## config.mk

```make
export PLATFORM = sky130hd
export DESIGN_NAME = skew_cal_seq_flat
export DESIGN_NICKNAME = d
export VERILOG_FILES = /design/src/rtl/skew_cal_seq_pkg.sv /design/src/rtl/skew_cal_seq_if.sv /design/src/rtl/skew_cal_acc.sv /design/src/rtl/skew_cal_seq.sv /design/src/flat_wrapper.sv
export SDC_FILE = /design/constraint.sdc
export NUM_CORES = 1
export LEC_CHECK = 0
export CORE_ASPECT_RATIO = 0.6
export CORE_UTILIZATION = 45
export DETAILED_ROUTE_END_ITERATION = 6
export PLACE_DENSITY = 0.6
export SLEW_MARGIN = 20
export SYNTH_ARGS = -nofsm -noshare
export SYNTH_HDL_FRONTEND = slang
export SYNTH_HIERARCHICAL = 1
export SYNTH_SLANG_ARGS = --single-unit
```

## constraint.sdc

```tcl
create_clock -name clk_i -period 3.2 [get_ports clk_i]
set_input_delay 0.8 -clock clk_i [delete_from_list [all_inputs] [get_ports clk_i]]
set_output_delay 0.8 -clock clk_i [all_outputs]
set_load 0.02 [all_outputs]
```

## src/rtl/skew_cal_seq_pkg.sv

```systemverilog
// Shared types, FSM encodings and the rounding helper for the skew calibration sequencer.
package skew_cal_pkg;

    localparam logic [2:0] ST_IDLE     = 3'd0;
    localparam logic [2:0] ST_SEL      = 3'd1;
    localparam logic [2:0] ST_SETTLE   = 3'd2;
    localparam logic [2:0] ST_WAIT_GEN = 3'd3;
    localparam logic [2:0] ST_RUN      = 3'd4;
    localparam logic [2:0] ST_RELEASE  = 3'd5;
    localparam logic [2:0] ST_STORE    = 3'd6;
    localparam logic [2:0] ST_DONE     = 3'd7;

    typedef logic [2:0] state_t;

    localparam int RES_CODE_W = 16;

    typedef struct packed {
        logic [RES_CODE_W-1:0] code;
        logic                  valid;
        logic                  err;
    } res_t;

    // Round half up; the max accumulator value rounds to exactly the max code, so no saturation.
    function automatic logic [31:0] avg_round(input logic [31:0] acc, input int log2);
        logic [31:0] half;
        half = (log2 == 0) ? 32'd0 : (32'd1 << (log2 - 1));
        return (acc + half) >> log2;
    endfunction

endpackage

```

## src/rtl/skew_cal_seq_if.sv

```systemverilog
// Handshake between the sequencer and the skew_mes_ctl / stb_gen measurement pair.
interface skew_cal_seq_if #(
    parameter int CODE_W = 10
);
    logic              mes_run_o;
    logic              mes_rdy_i;
    logic              mes_err_i;
    logic [CODE_W-1:0] mes_code_i;
    logic              gen_rdy_i;

    modport master (
        output mes_run_o,
        input  mes_rdy_i, mes_err_i, mes_code_i, gen_rdy_i
    );

    modport slave (
        input  mes_run_o,
        output mes_rdy_i, mes_err_i, mes_code_i, gen_rdy_i
    );
endinterface

```

## src/rtl/skew_cal_acc.sv

```systemverilog
// Per-channel accumulator and rep counter producing the rounded average code.
module skew_cal_acc
    import skew_cal_pkg::*;
#(
    parameter int CODE_W   = 10,
    parameter int AVG_LOG2 = 2
) (
    input  logic              clk_i,
    input  logic              arstn_i,
    input  logic              clear_i,
    input  logic              add_i,
    input  logic [CODE_W-1:0] code_i,
    output logic [CODE_W-1:0] result_o,
    output logic              reps_done_o
);
    localparam int ACC_W = CODE_W + AVG_LOG2;
    localparam int REP_W = AVG_LOG2 + 1;

    logic [ACC_W-1:0] acc_q, acc_d;
    logic [REP_W-1:0] rep_q, rep_d;

    always_comb begin
        acc_d = acc_q;
        rep_d = rep_q;
        if (clear_i) begin
            acc_d = '0;
            rep_d = '0;
        end else if (add_i) begin
            acc_d = acc_q + ACC_W'(code_i);
            rep_d = rep_q + REP_W'(1);
        end
    end

    always_ff @(posedge clk_i or negedge arstn_i) begin
        if (!arstn_i) begin
            acc_q <= '0;
            rep_q <= '0;
        end else begin
            acc_q <= acc_d;
            rep_q <= rep_d;
        end
    end

    assign reps_done_o = (rep_q == REP_W'(1 << AVG_LOG2));
    assign result_o    = CODE_W'(avg_round(32'(acc_q), AVG_LOG2));

endmodule

```

## src/rtl/skew_cal_seq.sv

```systemverilog
// Calibration sequencer: sweeps masked channels through the measure unit and stores
// one rounded average code plus valid/error status per channel.
module skew_cal_seq
    import skew_cal_pkg::*;
#(
    parameter  int N_CH       = 8,
    parameter  int CODE_W     = 10,
    parameter  int AVG_LOG2   = 2,
    parameter  int SETTLE_CYC = 16,
    parameter  int TMO_CYC    = 2**20 - 1,
    localparam int CH_W       = $clog2(N_CH)
) (
    input  logic              clk_i,
    input  logic              arstn_i,
    input  logic              start_i,
    input  logic              abort_i,
    input  logic [N_CH-1:0]   ch_mask_i,
    output logic              busy_o,
    output logic              done_o,
    output logic [CH_W-1:0]   ch_sel_o,
    input  logic [CH_W-1:0]   rd_addr_i,
    output logic [CODE_W-1:0] rd_code_o,
    output logic [N_CH-1:0]   res_valid_o,
    output logic [N_CH-1:0]   res_err_o,
    skew_cal_seq_if.master    mes
);
    localparam int CNT_MAX = (TMO_CYC > SETTLE_CYC) ? TMO_CYC : SETTLE_CYC;
    localparam int CNT_W   = $clog2(CNT_MAX + 1);
    localparam logic [CNT_W-1:0] SETTLE_LD = CNT_W'(SETTLE_CYC - 1);
    localparam logic [CNT_W-1:0] TMO_LD    = CNT_W'(TMO_CYC - 1);

    state_t            state_q, state_d;
    logic [N_CH-1:0]   mask_q, mask_d;
    logic [CH_W-1:0]   ch_q, ch_d;
    logic [CNT_W-1:0]  cnt_q, cnt_d;
    logic              run_q, run_d;
    logic              err_q, err_d;
    logic [N_CH-1:0]   valid_q, valid_d;
    logic [N_CH-1:0]   rerr_q, rerr_d;
    logic [CODE_W-1:0] codes_q [N_CH];

    logic              sel_found;
    logic [CH_W-1:0]   sel_ch;
    logic              acc_clear, acc_add, store_wr, reps_done;
    logic [CODE_W-1:0] acc_result;

    skew_cal_acc #(
        .CODE_W  (CODE_W),
        .AVG_LOG2(AVG_LOG2)
    ) u_acc (
        .clk_i      (clk_i),
        .arstn_i    (arstn_i),
        .clear_i    (acc_clear),
        .add_i      (acc_add),
        .code_i     (mes.mes_code_i),
        .result_o   (acc_result),
        .reps_done_o(reps_done)
    );

    // Lowest set bit of the remaining mask wins.
    always_comb begin
        sel_found = 1'b0;
        sel_ch    = '0;
        for (int i = N_CH - 1; i >= 0; i--) begin
            if (mask_q[i]) begin
                sel_found = 1'b1;
                sel_ch    = CH_W'(i);
            end
        end
    end

    always_comb begin
        state_d   = state_q;
        mask_d    = mask_q;
        ch_d      = ch_q;
        cnt_d     = cnt_q;
        err_d     = err_q;
        valid_d   = valid_q;
        rerr_d    = rerr_q;
        acc_clear = 1'b0;
        acc_add   = 1'b0;
        store_wr  = 1'b0;
        case (state_q)
            ST_IDLE: begin
                if (start_i) begin
                    mask_d  = ch_mask_i;
                    valid_d = '0;
                    rerr_d  = '0;
                    state_d = ST_SEL;
                end
            end
            ST_SEL: begin
                if (!sel_found) begin
                    state_d = ST_DONE;
                end else begin
                    ch_d      = sel_ch;
                    acc_clear = 1'b1;
                    err_d     = 1'b0;
                    cnt_d     = SETTLE_LD;
                    state_d   = ST_SETTLE;
                end
            end
            ST_SETTLE: begin
                if (cnt_q == '0) state_d = ST_WAIT_GEN;
                else             cnt_d   = cnt_q - CNT_W'(1);
            end
            ST_WAIT_GEN: begin
                if (mes.gen_rdy_i) begin
                    cnt_d   = TMO_LD;
                    state_d = ST_RUN;
                end
            end
            ST_RUN: begin
                // Error and timeout take precedence over a simultaneous ready.
                if (mes.mes_err_i || (cnt_q == '0)) begin
                    err_d   = 1'b1;
                    state_d = ST_RELEASE;
                end else if (mes.mes_rdy_i) begin
                    acc_add = 1'b1;
                    state_d = ST_RELEASE;
                end else begin
                    cnt_d = cnt_q - CNT_W'(1);
                end
            end
            ST_RELEASE: begin
                if (!mes.mes_rdy_i && !mes.mes_err_i) begin
                    if (!reps_done && !err_q) begin
                        cnt_d   = TMO_LD;
                        state_d = ST_RUN;
                    end else begin
                        state_d = ST_STORE;
                    end
                end
            end
            ST_STORE: begin
                if (err_q) begin
                    rerr_d[ch_q] = 1'b1;
                end else begin
                    valid_d[ch_q] = 1'b1;
                    store_wr      = 1'b1;
                end
                mask_d[ch_q] = 1'b0;
                state_d      = ST_SEL;
            end
            default: state_d = ST_IDLE;
        endcase
        if (abort_i) begin
            state_d  = ST_IDLE;
            valid_d  = valid_q;
            rerr_d   = rerr_q;
            store_wr = 1'b0;
        end
    end

    // Registered run level follows the next state so it rises with the first RUN cycle.
    assign run_d = (state_d == ST_RUN);

    always_ff @(posedge clk_i or negedge arstn_i) begin
        if (!arstn_i) begin
            state_q <= ST_IDLE;
            mask_q  <= '0;
            ch_q    <= '0;
            cnt_q   <= '0;
            run_q   <= 1'b0;
            err_q   <= 1'b0;
            valid_q <= '0;
            rerr_q  <= '0;
        end else begin
            state_q <= state_d;
            mask_q  <= mask_d;
            ch_q    <= ch_d;
            cnt_q   <= cnt_d;
            run_q   <= run_d;
            err_q   <= err_d;
            valid_q <= valid_d;
            rerr_q  <= rerr_d;
        end
    end

    always_ff @(posedge clk_i or negedge arstn_i) begin
        if (!arstn_i) begin
            codes_q <= '{default: '0};
        end else if (store_wr) begin
            codes_q[ch_q] <= acc_result;
        end
    end

    assign busy_o        = (state_q != ST_IDLE);
    assign done_o        = (state_q == ST_DONE);
    assign ch_sel_o      = ch_q;
    assign mes.mes_run_o = run_q;
    assign rd_code_o     = codes_q[rd_addr_i];
    assign res_valid_o   = valid_q;
    assign res_err_o     = rerr_q;

endmodule

```

## src/flat_wrapper.sv

```systemverilog
// flat-port wrapper written by rule: the top's interface ports become plain ports
module skew_cal_seq_flat import skew_cal_pkg::*;
#(
    parameter  int N_CH       = 8,
    parameter  int CODE_W     = 10,
    parameter  int AVG_LOG2   = 2,
    parameter  int SETTLE_CYC = 16,
    parameter  int TMO_CYC    = 2**20 - 1,
    localparam int CH_W       = $clog2(N_CH)
)
  (clk_i, arstn_i, start_i, abort_i, ch_mask_i, busy_o, done_o, ch_sel_o, rd_addr_i, rd_code_o, res_valid_o, res_err_o, mes_mes_run_o, mes_mes_rdy_i, mes_mes_err_i, mes_mes_code_i, mes_gen_rdy_i);
  skew_cal_seq_if #(.CODE_W(CODE_W)) mes_i ();
  input  logic clk_i;
  input  logic arstn_i;
  input  logic start_i;
  input  logic abort_i;
  input  logic [N_CH-1:0] ch_mask_i;
  output logic busy_o;
  output logic done_o;
  output logic [CH_W-1:0] ch_sel_o;
  input  logic [CH_W-1:0] rd_addr_i;
  output logic [CODE_W-1:0] rd_code_o;
  output logic [N_CH-1:0] res_valid_o;
  output logic [N_CH-1:0] res_err_o;
  output wire logic [$bits(mes_i.mes_run_o)-1:0] mes_mes_run_o;
  input wire logic [$bits(mes_i.mes_rdy_i)-1:0] mes_mes_rdy_i;
  input wire logic [$bits(mes_i.mes_err_i)-1:0] mes_mes_err_i;
  input wire logic [$bits(mes_i.mes_code_i)-1:0] mes_mes_code_i;
  input wire logic [$bits(mes_i.gen_rdy_i)-1:0] mes_gen_rdy_i;
  assign mes_mes_run_o = mes_i.mes_run_o;
  assign mes_i.mes_rdy_i = mes_mes_rdy_i;
  assign mes_i.mes_err_i = mes_mes_err_i;
  assign mes_i.mes_code_i = mes_mes_code_i;
  assign mes_i.gen_rdy_i = mes_gen_rdy_i;
  skew_cal_seq #(.N_CH(N_CH), .CODE_W(CODE_W), .AVG_LOG2(AVG_LOG2), .SETTLE_CYC(SETTLE_CYC), .TMO_CYC(TMO_CYC)) u_core (.clk_i(clk_i), .arstn_i(arstn_i), .start_i(start_i), .abort_i(abort_i), .ch_mask_i(ch_mask_i), .busy_o(busy_o), .done_o(done_o), .ch_sel_o(ch_sel_o), .rd_addr_i(rd_addr_i), .rd_code_o(rd_code_o), .res_valid_o(res_valid_o), .res_err_o(res_err_o), .mes(mes_i));
endmodule
```

==> impl_metrics.yaml <==
clock_tree:
  cts_setup_buffers: 0
  cts_sinks: 147
  cts_tree: "yes"
  clk_latency_ns: 0.42
  cts.path.max_buffers: 2
  htreeDepth: 4
  root_buffer: "clkbuf_16"
  cts_made_buffers: 17
  cts-hold-fix-buffers: 0
  clk_pin_slew_ns: 0.07
final_layout:
  final_core_util: 0.562
  areaGrowthSynthToFinish_pct: 20.6
  mostFrequentLayoutCell: "dfrtp_1"
  final_cells: 965
  n_fill_cell: 1384
  num_antenna_cells: 0
  final_cell_mix: "dfrtp_1, mux2_1, clkdlybuf4s50_1, nor2_1, nand2_1"
  drive_gt1_frac: 0.147
  nets: 768
global_route:
  grt_pass1_vias: 5569
  antenna_found_initial: 0
  grt_max_degree: 55
  grt_pass1_wl_mm: 30.7
  grt-ovfl-total: 0
  grtUsageTotal: 0.229
sta:
  finalHoldViolations: 0
  timing.hold.ws_ns: 0.329
  post-route-period-util: 0.972
  min_period_ns: 3.11
  rsz0062_at_grt: "false"
  max_slew_margin: 0.467
  drv_slew: 0
  fmaxAchievable_mhz: 322
  fin_skew_ns: 0.0119
  setup_viol: 0
  tightest_slew_ns: 0.795
die:
  ios: 60
  die_w_um: 171
  fp-row-count: 36
  dieArea_sq_mm: 0.0176
  start_util: 0.466
  core_sq_mm: 0.0165
  dieHeight_um: 103
synth:
  syn_nets: 700
  ys_types: 72
  avgSynthCellArea_sq_um: 11.7
  async_flop_share: 1.00
  synthXorXnorAreaFrac: 0.0216
  synth-seq-cells: 147
  synth_top_family_by_area: "multiplexers"
  synth-simple-area-share: 0.119
  synth_warnings: 6
  synth-seq-area-share: 0.478
  synthCells: 656
  ys.flop_type: "dfrtp_1"
  synth_edf_count: 0
  syn-cell-area_sq_mm: 0.00769
  synth_compound_area_frac: 0.122
  synthMuxAreaShare: 0.200
  synth_fa_ha_area_frac: 0.0270
placement:
  gp_congestion: 0.906
  dp_hpwl_mm: 12.8
  port_buffers: 59
  place_inst: 930
route:
  drc: 0
  vias_per_cell: 5.79
  vias: 5584
  totalWireLength_mm: 18.8
  routedWlPerCell_um: 19.5
  dr.pass1.iters: 5
  first_iter_violations: 429
  detail-route-antenna-nets: 0
setup_path:
  worstPathRequired_ns: 2.40
  critical_path_class: "in2out"
  r2r_cells: 10
  cp.arrival_ns: 2.31
  r2r_slack_ns: 0.73
  timing.rr.start: "u_core/u_acc/rep_q[0]"
  cp-start-kind: "input port"
  reg2reg_to: "u_core/cnt_q[6]"
  critPathCaptureType: "output port"
  critPathMaxFanout: 5
power:
  ir_worst_vdd_mv: 0.391
  p_per_area_mw_per_mm2: 527
  total_leakage_power_nw: 4.41
status:
  status: "finished clean"
min_path:
  hold_path_class: "in2async"
run:
  maxCapViolations: 0
-- final cells by class --
class                      instances  area (sq um)  area share
clock inverter                    14           120      0.0130
inverter                          20          75.1     0.00810
clock buffer                      18           429      0.0463
sequential                       147          3680       0.397
tap                              228           285      0.0308
timing repair buffer              89           911      0.0982
multi-input combinational        449          3770       0.407
-- cell families after synthesis --
family	Yosys count
compound gates	129
fa+ha+maj	16
buf+inv	60
flops	147
mux	117
simple gates	168
xor+xnor	19
-- how the worst max path moves through the flow --
stage	slack [ns]	to	cells past startpoint	startpoint
finish	0.09	rd_code_o[9]	5	rd_addr_i[0]
global route	0.06	rd_code_o[6]	5	rd_addr_i[1]
CTS	0.03	rd_code_o[0]	5	rd_addr_i[0]
detailed placement	-0.49	rd_code_o[0]	5	rd_addr_i[0]
global placement	-0.47	rd_code_o[0]	5	rd_addr_i[0]
floorplan	0.20	rd_code_o[0]	3	rd_addr_i[0]
-- routing by layer --
layer	track usage	part of all wire	wire length, um
met4	0.0631	0.0078	146
met1	0.358	0.53	10000
met3	0.0350	0.043	800
met2	0.326	0.42	7840
met5	0	0	0
-- synthesized netlist by cell type, types with 8 or more instances --
cell type,count,area [sq um]
and3_1,9,56.3
dfrtp_1,147,3680
a31oi_1,12,75.1
and2_1,9,56.3
clkbuf_1,32,120
mux2_1,83,935
xnor2_1,13,114
ha_1,15,188
o221a_1,12,135
a21oi_1,33,165
mux2_2,10,113
a41oi_1,8,70.1
nor3_1,8,40.0
o21ai_0,10,50.1
mux4_2,20,450
nand2_1,36,135
inv_1,19,71.3
nand3_1,8,40.0
nor2_1,46,173
-- worst max-delay path, cell delays in order --
cell and delay [ns]:
buf_2 0.21, clkbuf_16 0.20, mux4_2 0.49, mux2_2 0.29
dlygate4sd2_1 0.32
-- timing repair --
| item | in CTS | in global routing |
|---|---|---|
| gates cloned | 2 | 1 |
| endpoints found under the setup margin | 10 | 3 |
| gates resized for setup | 15 | 2 |
-- through the flow --
stage | area [sq um] | total power, mW | TNS [ns] | worst slack (ns)
6_report | 9270 | 4.88 | 0 | 0.0900
3_3_place_gp | 8660 | 2.98 | -4.53 | -0.474
3_5_place_dp | 8660 | 3.01 | -4.74 | -0.490
5_1_grt | 9270 | 5.11 | 0 | 0.0587
2_1_floorplan | 7690 | 2.66 | 0 | 0.204
4_1_cts | 9250 | 4.91 | 0 | 0.0262
-- flip-flops by register name (all words and copies together), names as in the netlist, 3 cells and up --
register            count
u_core/state_q          3
u_core/mask_q           8
u_core/u_acc/rep_q      3
u_core/res_valid_o      8
u_core/cnt_q           20
u_core/codes_q         80
u_core/u_acc/acc_q     12
u_core/res_err_o        8
u_core/ch_sel_o         3
-- power breakdown --
| part | total, mW | switching, mW | internal (mW) |
|---|---|---|---|
| combinational | 0.854 | 0.479 | 0.375 |
| clock | 1.88 | 0.861 | 1.02 |
| sequential | 2.15 | 0.181 | 1.97 |
| total | 4.88 | 1.52 | 3.36 |
(Power assumes the default switching activity.)
